$ cat src/rtl/key_event_pkg.sv
// Shared types for the key event path: FSM state encoding and event codes
// as seen by the CPU IO-read mux.
package key_event_pkg;

  typedef enum logic [1:0] {
    IDLE = 2'd0,
    DOWN = 2'd1,
    LONG = 2'd2
  } state_e;

  localparam logic [1:0] EV_PRESS   = 2'd0;
  localparam logic [1:0] EV_LONG    = 2'd1;
  localparam logic [1:0] EV_REPEAT  = 2'd2;
  localparam logic [1:0] EV_RELEASE = 2'd3;

endpackage

$ cat src/rtl/key_event_fsm_hold_timer.sv
// Hold timer: counts slow_clk edges while a key stays down and flags the
// LONG and REPEAT thresholds. The FSM clears it on every state entry and at
// every threshold, so it never wraps.
module hold_timer #(
  parameter int CNT_W         = 16,
  parameter int LONG_CYCLES   = 200,
  parameter int REPEAT_CYCLES = 50
) (
  input  logic slow_clk,
  input  logic reset_n,
  input  logic clr_i,
  input  logic en_i,
  output logic hit_long_o,
  output logic hit_repeat_o
);

  localparam logic [CNT_W-1:0] LONG_LAST   = CNT_W'(LONG_CYCLES - 1);
  localparam logic [CNT_W-1:0] REPEAT_LAST = CNT_W'(REPEAT_CYCLES - 1);

  logic [CNT_W-1:0] cnt_q, cnt_d;

  // Next count: clear has priority over increment.
  always_comb begin
    // NOTE: default first so every path assigns cnt_d; otherwise a latch is inferred.
    cnt_d = cnt_q;
    if (clr_i) begin
      cnt_d = '0;
    end else if (en_i) begin
      cnt_d = cnt_q + CNT_W'(1);
    end
  end

  // Counter register.
  always_ff @(posedge slow_clk or negedge reset_n) begin
    // NOTE: non-blocking assignments in clocked blocks keep register updates order-independent.
    if (!reset_n) begin
      cnt_q <= '0;
    end else begin
      cnt_q <= cnt_d;
    end
  end

  assign hit_long_o   = (cnt_q == LONG_LAST);
  assign hit_repeat_o = (cnt_q == REPEAT_LAST);

endmodule

$ cat src/rtl/key_event_fsm.sv
// Key event FSM: turns the debounced key level into PRESS / LONG / REPEAT /
// RELEASE events and holds each one in a one-deep valid/ack register for the
// CPU, flagging events lost while the register was still full.
module key_event_fsm
  import key_event_pkg::*;
#(
  parameter int LONG_CYCLES   = 200,
  parameter int REPEAT_CYCLES = 50,
  parameter int CNT_W         = 16
) (
  input  logic       slow_clk,
  input  logic       reset_n,
  input  logic       key_in,
  input  logic       ev_ack,
  output logic       ev_valid,
  output logic [1:0] ev_code,
  output logic       ev_overrun,
  output logic       key_held
);

  state_e     state_q, state_d;
  logic       tmr_clr, tmr_en;
  logic       hit_long, hit_repeat;
  logic       emit;
  logic [1:0] emit_code;

  logic       ev_valid_q, ev_valid_d;
  logic [1:0] ev_code_q, ev_code_d;
  logic       ev_overrun_q, ev_overrun_d;
  logic       key_held_q;

  hold_timer #(
    .CNT_W         (CNT_W),
    .LONG_CYCLES   (LONG_CYCLES),
    .REPEAT_CYCLES (REPEAT_CYCLES)
  ) u_hold_timer (
    .slow_clk     (slow_clk),
    .reset_n      (reset_n),
    .clr_i        (tmr_clr),
    .en_i         (tmr_en),
    .hit_long_o   (hit_long),
    .hit_repeat_o (hit_repeat)
  );

  // Next state, timer control and event emission; release beats thresholds.
  always_comb begin
    state_d   = state_q;
    tmr_clr   = 1'b0;
    tmr_en    = 1'b0;
    emit      = 1'b0;
    emit_code = EV_PRESS;
    case (state_q)
      IDLE: begin
        if (key_in) begin
          state_d   = DOWN;
          tmr_clr   = 1'b1;
          emit      = 1'b1;
          emit_code = EV_PRESS;
        end
      end
      DOWN: begin
        if (!key_in) begin
          state_d   = IDLE;
          tmr_clr   = 1'b1;
          emit      = 1'b1;
          emit_code = EV_RELEASE;
        end else if (hit_long) begin
          state_d   = LONG;
          tmr_clr   = 1'b1;
          emit      = 1'b1;
          emit_code = EV_LONG;
        end else begin
          tmr_en = 1'b1;
        end
      end
      LONG: begin
        if (!key_in) begin
          state_d   = IDLE;
          tmr_clr   = 1'b1;
          emit      = 1'b1;
          emit_code = EV_RELEASE;
        end else if (hit_repeat) begin
          tmr_clr   = 1'b1;
          emit      = 1'b1;
          emit_code = EV_REPEAT;
        end else begin
          tmr_en = 1'b1;
        end
      end
      default: begin
        state_d = IDLE;
        tmr_clr = 1'b1;
      end
    endcase
  end

  // Event register: load when empty or being acked, else flag the overrun.
  always_comb begin
    ev_valid_d   = ev_valid_q;
    ev_code_d    = ev_code_q;
    ev_overrun_d = ev_overrun_q;
    if (ev_valid_q && ev_ack) begin
      ev_overrun_d = 1'b0;
    end
    if (emit && (!ev_valid_q || ev_ack)) begin
      ev_valid_d = 1'b1;
      ev_code_d  = emit_code;
    end else if (emit) begin
      ev_overrun_d = 1'b1;
    end else if (ev_valid_q && ev_ack) begin
      ev_valid_d = 1'b0;
    end
  end

  // State, key_held and event registers, all cleared by the async reset.
  always_ff @(posedge slow_clk or negedge reset_n) begin
    if (!reset_n) begin
      state_q      <= IDLE;
      key_held_q   <= 1'b0;
      ev_valid_q   <= 1'b0;
      ev_code_q    <= EV_PRESS;
      ev_overrun_q <= 1'b0;
    end else begin
      state_q      <= state_d;
      key_held_q   <= (state_d != IDLE);
      ev_valid_q   <= ev_valid_d;
      ev_code_q    <= ev_code_d;
      ev_overrun_q <= ev_overrun_d;
    end
  end

  assign ev_valid   = ev_valid_q;
  assign ev_code    = ev_code_q;
  assign ev_overrun = ev_overrun_q;
  assign key_held   = key_held_q;

endmodule
$ cat config.mk
export PLATFORM = sky130hd
export DESIGN_NAME = key_event_fsm
export DESIGN_NICKNAME = d
export VERILOG_FILES = /design/src/rtl/key_event_pkg.sv /design/src/rtl/key_event_fsm_hold_timer.sv /design/src/rtl/key_event_fsm.sv
export SDC_FILE = /design/constraint.sdc
export NUM_CORES = 1
export LEC_CHECK = 0
export CORE_MARGIN = 3
export CORE_UTILIZATION = 40
export CTS_BUF_LIST = sky130_fd_sc_hd__clkbuf_16
export DETAILED_ROUTE_END_ITERATION = 8
export PLACE_DENSITY = 0.55
export SYNTH_ARGS = -nofsm -noshare
export SYNTH_HDL_FRONTEND = slang
export SYNTH_SLANG_ARGS = --single-unit
export TNS_END_PERCENT = 50
$ cat constraint.sdc
create_clock -name slow_clk -period 5.15 [get_ports slow_clk]
set_clock_uncertainty 0.1 [all_clocks]
set_input_delay 0.515 -clock slow_clk [delete_from_list [all_inputs] [get_ports slow_clk]]
set_output_delay 0.515 -clock slow_clk [all_outputs]
set_load 0.03 [all_outputs]
Yosys cells after proc, flatten, opt, wreduce, memory -nomap -nowiden
Cells that the tools add are included.
- bits in registers: 23
- word-level logic and storage cells: 51
- $add $sub $neg: 1
- eq/ne operators: 5
- multiplexer cells: 30
- reductions and logical operators: 9
- operator list (operator ; count):
    16-bit two-way mux ; 2
    16-bit by 1-bit adder with 16-bit output (second input constant) ; 1
    16-bit by 6-bit == test with 1-bit output (second input constant) ; 1
    16-bit by 8-bit == test with 1-bit output (second input constant) ; 1
    1-bit two-way mux ; 16
    2-bit two-way mux ; 7
    1-bit one-hot mux with 3 select lines ; 2
    2-bit one-hot mux with 3 select lines ; 1
    2-bit nonzero test ; 3
    2-bit one-hot mux with 2 select lines ; 1
    2-bit by 1-bit == test with 1-bit output (second input constant) ; 1
    2-bit == test (second input constant) ; 1
    1-bit logical AND ; 2
    2-bit logical NOT ; 1
    2-bit by 1-bit != test with 1-bit output (second input constant) ; 1
    1-bit one-hot mux with 2 select lines ; 1
    2-bit AND reduction ; 1
    1-bit logical NOT ; 1
    1-bit logical OR ; 1

Longest topological paths before layout
Gate-level depths: netlist of the first run.
- depth in word-level cells: 7
- gate-level depth with buffers: 9
- depth with buffers taken out: 7

Cells and area by module
A second synthesis of the first run with hierarchy kept.
- cells, all modules: 146
- area total of the unflattened synthesis: 1413.9 um^2
- by module, submodules not included (module ; instances ; cells each ; area an instance (um^2)):
    hold_timer ; 1 ; 95 ; 918.4
    key_event_fsm ; 1 ; 51 ; 495.5

Worst setup path before layout of the first run
No wires, ideal clock.
- kind: register to register
- from: register u_hold_timer.cnt_q[0]
- to: register u_hold_timer.cnt_q[8]
- library setup time: 0.072 ns
- arrival time: 1.791 ns
- slack: 3.187 ns
- stages on the path, launching flop included: 9
- buffers on the path: 2
- period minus slack after synthesis: 1.963 ns
- cells stage by stage: dfrtp_1 ha_1 nor4bb_1 and4_4 and2_4 or3_1 buf_6 buf_6 nor2_1
- longest elaborated chain between the ends: 5
- ends and longest elaborated chain (what ; RTL line ; RTL):
    start: declaration ; key_event_fsm_hold_timer.sv:20 ; logic [CNT_W-1:0] cnt_q, cnt_d;
    start signal: assignment ; key_event_fsm_hold_timer.sv:39 ; cnt_q <= cnt_d;
    branches (longest 5 deep; another with 16-bit by 1-bit adder with 16-bit output) ; -- ;
Parallel ways; which one is timed is not known. The select of a mux whose other input is x is not followed.
A chain may end at the register's enable or synchronous reset.

Final worst setup path of the first run
- from: register state_q[0]
- to: register u_hold_timer.cnt_q[9]
- longest elaborated chain between the ends: 3
- ends and longest elaborated chain (what ; RTL line ; RTL):
    start: declaration ; key_event_fsm.sv:21 ; state_e state_q, state_d;
    start signal: assignment ; key_event_fsm.sv:124 ; state_q <= state_d;
    2-bit == test (tied with other cells) ; key_event_fsm.sv:52 ; case (state_q)
    1-bit one-hot mux with 3 select lines / 1-bit one-hot mux with 2 select lines (equally long branches) ; key_event_fsm.sv:52 ;
    16-bit two-way mux / 2-bit nonzero test (equally long branches) ; -- ;
Several ways; a longest one is shown, not always the timed one.

==> results of run 1 <==
[metal layers]
layer | share of wire | track usage | vias up
met5 | 0 | 0 | -
met4 | 0.0072 | 0.05660 | 0
met3 | 0.022 | 0.02317 | 2
met2 | 0.47 | 0.2229 | 10
met1 | 0.50 | 0.1908 | 495
li1 | - | - | 519
[Yosys cell counts, types with 2 or more instances]
cell type and instances:
nor4bb_1 3, nand3_1 3, or2_2 2, xor2_1 5, ha_1 6, nor3_1 3, nand4_1 6, o21ai_0 7
dfrtp_1 23, xnor2_1 6, inv_1 6, nand2_1 12, o22ai_1 2, buf_6 2, nor2_1 22, or3_1 5
a21oi_1 9
[final cells by class]
class | instances | area, µm² | area share
Inverter | 6 | 22.52 | 0.01499
Timing Repair Buffer | 8 | 80.08 | 0.05329
Tap cell | 44 | 55.05 | 0.03664
Multi-Input combinational cell | 108 | 690.7 | 0.4596
Clock buffer | 3 | 75.07 | 0.04996
Sequential cell | 23 | 575.6 | 0.3830
Clock inverter | 1 | 3.754 | 0.002498
[kinds of logic after synthesis]
| kind of cell | after synthesis |
|---|---|
| AND/OR/NAND/NOR | 66 |
| AO/OA/AOI/OAI | 25 |
| flip-flops | 23 |
| XOR/XNOR | 11 |
| buffers and inverters | 9 |
| adder cells (fa/ha/maj) | 6 |
[through the flow]
step                area [µm²]  utilization  power [µW]  cells  setup slack, ns
floorplan                 1325            -       374.1    140            3.187
global placement          1424       0.4589       424.7    189            2.635
detailed placement        1424       0.4589       428.2    189            2.513
CTS                       1503       0.4843       595.0    193            2.702
global route              1503       0.4843       624.4    193            2.491
finish                    1503       0.4843       589.6    193            2.721
[worst max-delay path, stage by stage (launching register included)]
cell and delay (ns):
dfrtp_1 0.40, inv_1 0.11, ha_1 0.24, nor4bb_1 0.33, nand4_1 0.20, o221ai_1 0.27
or3_1 0.52, nor2_1 0.11
[where the power goes]
| group | internal, µW | switching (µW) | total [µW] |
|---|---|---|---|
| logic | 75.1 | 122 | 197 |
| clock network | 104 | 61.9 | 165 |
| registers | 208 | 18.6 | 227 |
| total | 387 | 203 | 590 |
[how the worst max path moves through the flow]
stage | from | slack, ns | end | depth (start not counted)
floorplan | u_hold_timer.cnt_q[0] | 3.19 | u_hold_timer.cnt_q[8] | 8
global placement | key_in | 2.63 | u_hold_timer.cnt_q[11] | 6
detailed placement | key_in | 2.51 | u_hold_timer.cnt_q[11] | 6
CTS | state_q[0] | 2.70 | u_hold_timer.cnt_q[5] | 7
global route | state_q[0] | 2.49 | u_hold_timer.cnt_q[15] | 7
finish | state_q[0] | 2.72 | u_hold_timer.cnt_q[9] | 7
[cell usage in the layout (no fill, tap or decap), types with 2 or more instances in the layout]
| cell | netlist | final |
|---|---|---|
| nand3_1 | 3 | 3 |
| ha_1 | 6 | 6 |
| nand2_1 | 12 | 12 |
| dfrtp_1 | 23 | 23 |
| nor3_1 | 3 | 3 |
| or3_1 | 5 | 5 |
| o22ai_1 | 2 | 2 |
| nand4_1 | 6 | 6 |
| clkbuf_16 | 0 | 3 |
| or2_2 | 2 | 2 |
| nor2_1 | 22 | 22 |
| nor4bb_1 | 3 | 3 |
| xnor2_1 | 6 | 6 |
| o21ai_0 | 7 | 7 |
| a21oi_1 | 9 | 9 |
| xor2_1 | 5 | 5 |
| inv_1 | 6 | 7 |
| clkdlybuf4s50_1 | 0 | 8 |
[registers in the layout, indices dropped and copies added, names as in the netlist]
name                cells
ev_overrun              1
state_q                 2
key_held                1
ev_code                 2
u_hold_timer.cnt_q     16
ev_valid                1
==> impl_metrics.py, run 1 <==
metrics = {
    "synth": {
        "synth-edff-count": 0,
        "synth-seq-cells": 23,
        "synth_compound_area_frac": 0.1190,
        "synthSimpleGateAreaFrac": 0.2729,
        "ys_warn_count": 0,
        "synth-adder-area-share": 0.05666,
        "synth_seq_area_share": 0.4344,
        "synth_area_leader_cell": "dfrtp_1",
        "synth_cell_types": 35,
        "yosysTopAreaCellShare": 0.4344,
        "synth_top_family_by_area": "simple AND/OR/NAND/NOR gates",
        "async_flop_share": 1.000,
        "ys.flop_type": "dfrtp_1",
        "synth_mux_area_frac": 0,
        "synth_xor_area_frac": 0.07271,
        "syn-num-nets": 150,
        "synth.avg_cell_area_um2": 9.464,
        "synth_cells": 140,
        "netlist_area_um2": 1325,
        "synthTopCellsByArea": "dfrtp_1 (43%), nor2_1 (6.2%), ha_1 (5.7%)",
    },
    "flow_run": {
        "max_cap_violations": 0,
    },
    "clocking": {
        "cts_hold_buf": 0,
        "cts_buffer_depth": 2,
        "postCtsSetupBuffers": 0,
        "cts_resized": 0,
        "cts_max_level": 1,
        "clk_latency_ns": 0.25,
        "numCtsBuffers": 3,
        "cts_root_buffer": "clkbuf_16",
        "clkSlewWorstSetupHoldPaths_ns": 0.06,
        "cts_tree": "built",
        "clock-sinks": 23,
    },
    "floorplanning": {
        "ios": 9,
        "dieArea_um2": 4039,
        "num_rows": 20,
        "die_h_um": 63.56,
        "start_util": 0.4270,
        "dieWidth_um": 63.56,
        "core_area_um2": 3103,
    },
    "timing": {
        "rsz0062_at_grt": "false",
        "tightest_slew_ns": 1.000,
        "fin_crit_sh": 0.4717,
        "holdWs_ns": 0.4005,
        "period_needed_ns": 2.429,
        "finalSetupTns_ns": 0,
        "setup_viol": 0,
        "slew-limit-headroom": 0.3312,
        "fmax_ghz": 0.4117,
        "slew_violations": 0,
        "final_hold_viol_count": 0,
    },
    "global_route": {
        "gr-total-overflow": 0,
        "track_usage": 0.1410,
        "antenna_found_initial": 0,
        "grt_max_degree": 24,
        "first_global_vias": 987,
        "grt_first_pass_wirelength_um": 4526,
    },
    "setup_path": {
        "r2r_end": "u_hold_timer.cnt_q[9]",
        "critPathMaxFanout": 16,
        "rrSetupSlack_ns": 2.72,
        "r2r_cells": 7,
        "end_kind": "register",
        "regToRegStartpoint": "state_q[0]",
        "path_class": "register to register",
        "crit_arrival_ns": 2.45,
        "start_kind": "register",
        "critical_path_required_ns": 5.17,
    },
    "drt": {
        "antenna_left": 0,
        "vias_per_cell": 5.316,
        "drt_wl_total_um": 2621,
        "vias": 1026,
        "firstDrtPassIters": 4,
        "drc": 0,
        "drt_iter0_drc": 31,
        "wl_per_cell_um": 13.58,
    },
    "final_layout": {
        "layout.nets": 160,
        "antenna_cells": 0,
        "area_delta_synth_final_pct": 13.41,
        "fillers": 324,
        "layout-drive-gt1-share": 0.07383,
    },
    "hold_path": {
        "holdPathEnd": "ev_code[0]",
        "min_path_type": "register to register",
        "hold_start": "ev_code[0]",
        "min_path_cells": 1,
    },
    "power_and_ir_drop": {
        "irDropWorstVdd_mv": 0.1242,
        "p_leak_uw": 0.0006146,
        "power_density_nw_per_um2": 392.4,
    },
    "outcome": {
        "outcome": "finished, final reports clean",
    },
    "placement": {
        "hpwl_um": 1923,
        "portBuffers": 8,
        "routabilityCongestion": 0.7800,
    },
}
Power figures use the tool's default switching activity.
==> run 2, diff against run 1 <==
Settings changed: PLACE_DENSITY 0.55 to 0.57.
Clock period 5.15 ns to 2 ns, I/O delays scaled along.
==> run 2 against run 1 <==
Net effect:
- count of clock-buffer cells in the layout unchanged
- die area unchanged
- total power rose to 2.9 times the previous value
- largest power group is now combinational logic
==> impl_metrics.py, run 2 (synthesis results as in run 1) <==
metrics = {
    "outcome": {
        "outcome": "finished, final reports clean",
    },
    "setup_path": {
        "crit_arrival_ns": 2.03,
        "cpMaxStageDelayCell": "dfrtp_1",
        "critical_path_required_ns": 2.04,
        "path_class": "register to register",
        "end_kind": "register",
        "crit_chain": "inv_1 -> ha_1 -> nor4bb_1 -> nand4_1 -> buf_4 -> o22ai_2 -> or4_4 -> a21oi_2",
        "critPathMaxFanout": 5,
        "max_stage_delay_ns": 0.37,
        "start_kind": "register",
    },
    "final_layout": {
        "fillers": 292,
        "final_common_cell": "dfrtp_1",
        "antenna_cells": 0,
        "layout.nets": 178,
        "top_register": "u_hold_timer.cnt_q",
        "layout-drive-gt1-share": 0.2515,
        "largest_register_ffs": 16,
        "multiInputGateArea_um2": 769.5,
        "area_delta_synth_final_pct": 30.03,
        "final_core_util": 0.5552,
        "regArea_um2": 575.6,
        "layout_common_cells": "dfrtp_1 (23), nor2_1 (22), buf_4 (16)",
        "finalNonFillerCells": 211,
    },
    "floorplanning": {
        "dieArea_um2": 4039,
        "die_h_um": 63.56,
        "start_util": 0.4270,
        "num_rows": 20,
        "dieWidth_um": 63.56,
        "ios": 9,
        "core_area_um2": 3103,
    },
    "hold_path": {
        "min_path_type": "primary input to async pin",
    },
    "timing": {
        "final_hold_viol_count": 0,
        "holdWs_ns": 0.1939,
        "rsz0062_at_grt": "true",
        "fmax_ghz": 0.5036,
        "tightest_slew_ns": 0.3572,
        "finalSetupTns_ns": 0,
        "fin_crit_sh": 0.9928,
        "slew-limit-headroom": 0.7600,
        "slew_violations": 0,
        "period_needed_ns": 1.986,
        "setup_viol": 0,
    },
    "global_route": {
        "grt_first_pass_wirelength_um": 4933,
        "track_usage": 0.1577,
        "grt_max_degree": 24,
        "antenna_found_initial": 0,
        "gr-total-overflow": 0,
        "first_global_vias": 1088,
    },
    "clocking": {
        "cts_hold_buf": 0,
        "numCtsBuffers": 3,
        "clkSlewWorstSetupHoldPaths_ns": 0.06,
        "cts_root_buffer": "clkbuf_16",
        "cts_buffer_depth": 2,
        "clock-sinks": 23,
        "clk_latency_ns": 0.26,
        "cts_tree": "built",
        "cts_max_level": 1,
    },
    "power_and_ir_drop": {
        "swShare": 0.3425,
        "power_density_nw_per_um2": 981.6,
        "p_leak_uw": 0.0007039,
        "power_frac_clock": 0.259,
        "intPower_uw": 1112,
        "fin_total_pwr_uw": 1691,
        "combPwrFrac": 0.399,
        "p_switching_uw": 579.2,
        "p_seq_frac": 0.341,
        "irDropWorstVdd_mv": 0.5945,
    },
    "flow_run": {
        "max_cap_violations": 0,
    },
    "placement": {
        "hpwl_um": 2094,
        "routabilityCongestion": 0.7663,
        "dp_cells": 206,
        "portBuffers": 8,
    },
    "drt": {
        "wl_per_cell_um": 14.51,
        "drt-met1-wl_um": 1447,
        "drt_iter0_drc": 53,
        "drt_wl_total_um": 3061,
        "drc": 0,
        "antenna_left": 0,
        "wl_met2_um": 1475,
        "vias": 1122,
        "firstDrtPassIters": 4,
        "highest-signal-layer": "met4",
        "vias_per_cell": 5.318,
        "met3WireLength_um": 108,
    },
}
-- run 2: cell count changes in the layout (fill, tap and decap cells not counted), sizes merged --
cell | previous run | this run
inv | 7 | 6
o22ai | 3 | 4
buf | 0 | 17
clkinv | 0 | 1
-- run 2: worst paths after layout --
kind,cells past startpoint,startpoint,slack [ns],endpoint
setup / recovery,8,state_q[0],0.01,u_hold_timer.cnt_q[3]
hold / removal,2,reset_n,0.19,u_hold_timer.cnt_q[11]
setup reg to reg,8,state_q[0],0.01,u_hold_timer.cnt_q[3]
hold reg to reg,1,ev_code[1],0.40,ev_code[1]
max in group asynchronous,2,reset_n,1.37,u_hold_timer.cnt_q[10]
min in group slow_clk,1,ev_code[1],0.40,ev_code[1]
-- run 2: power by group through the flow --
stage	clock network [µW]	registers, µW	logic, µW
2_1_floorplan	0	676	287
3_3_place_gp	0	582	631
3_5_place_dp	0	586	638
4_1_cts	450	578	651
5_1_grt	465	589	737
6_report	438	577	676
-- run 2: layout make-up --
class                   instances  share of cell area
multi-input cells             109              0.4466
flip-flops and latches         23              0.3341
repair buffers                 25              0.1278
clock buffers                   3             0.04357
well taps                      44             0.03195
inverters                       6             0.01307
clock inverters                 1            0.002905
-- run 2: metal layers --
metal | vias up | GRT usage
met4 | 0 | 0.04043
met3 | 4 | 0.04456
met5 | - | 0
li1 | 553 | -
met1 | 545 | 0.1984
met2 | 20 | 0.2647
-- run 2: critical path: cells and delay by family (launching register included) --
| family | cells | cell delay (ns) |
|---|---|---|
| buffers and inverters | 2 | 0.28 |
| AO/OA/AOI/OAI | 2 | 0.27 |
| adder cells (fa/ha/maj) | 1 | 0.17 |
| flip-flops | 1 | 0.37 |
| AND/OR/NAND/NOR | 3 | 0.68 |
-- run 2: through the flow --
stage / area [µm²] / worst slack, ns
2_1_floorplan: 1325 / 0.03749
3_3_place_gp: 1564 / 0.008485
3_5_place_dp: 1564 / -0.02569
4_1_cts: 1664 / 0.003309
5_1_grt: 1723 / -0.08668
6_report: 1723 / 0.01437
-- run 2: repair_timing --
| action | CTS | global route |
|---|---|---|
| gates resized for setup | 4 | 12 |
| setup endpoints to repair | 6 | 20 |
| cloned | 0 | 1 |
| setup buffers | 0 | 1 |
| pin swaps | 0 | 5 |
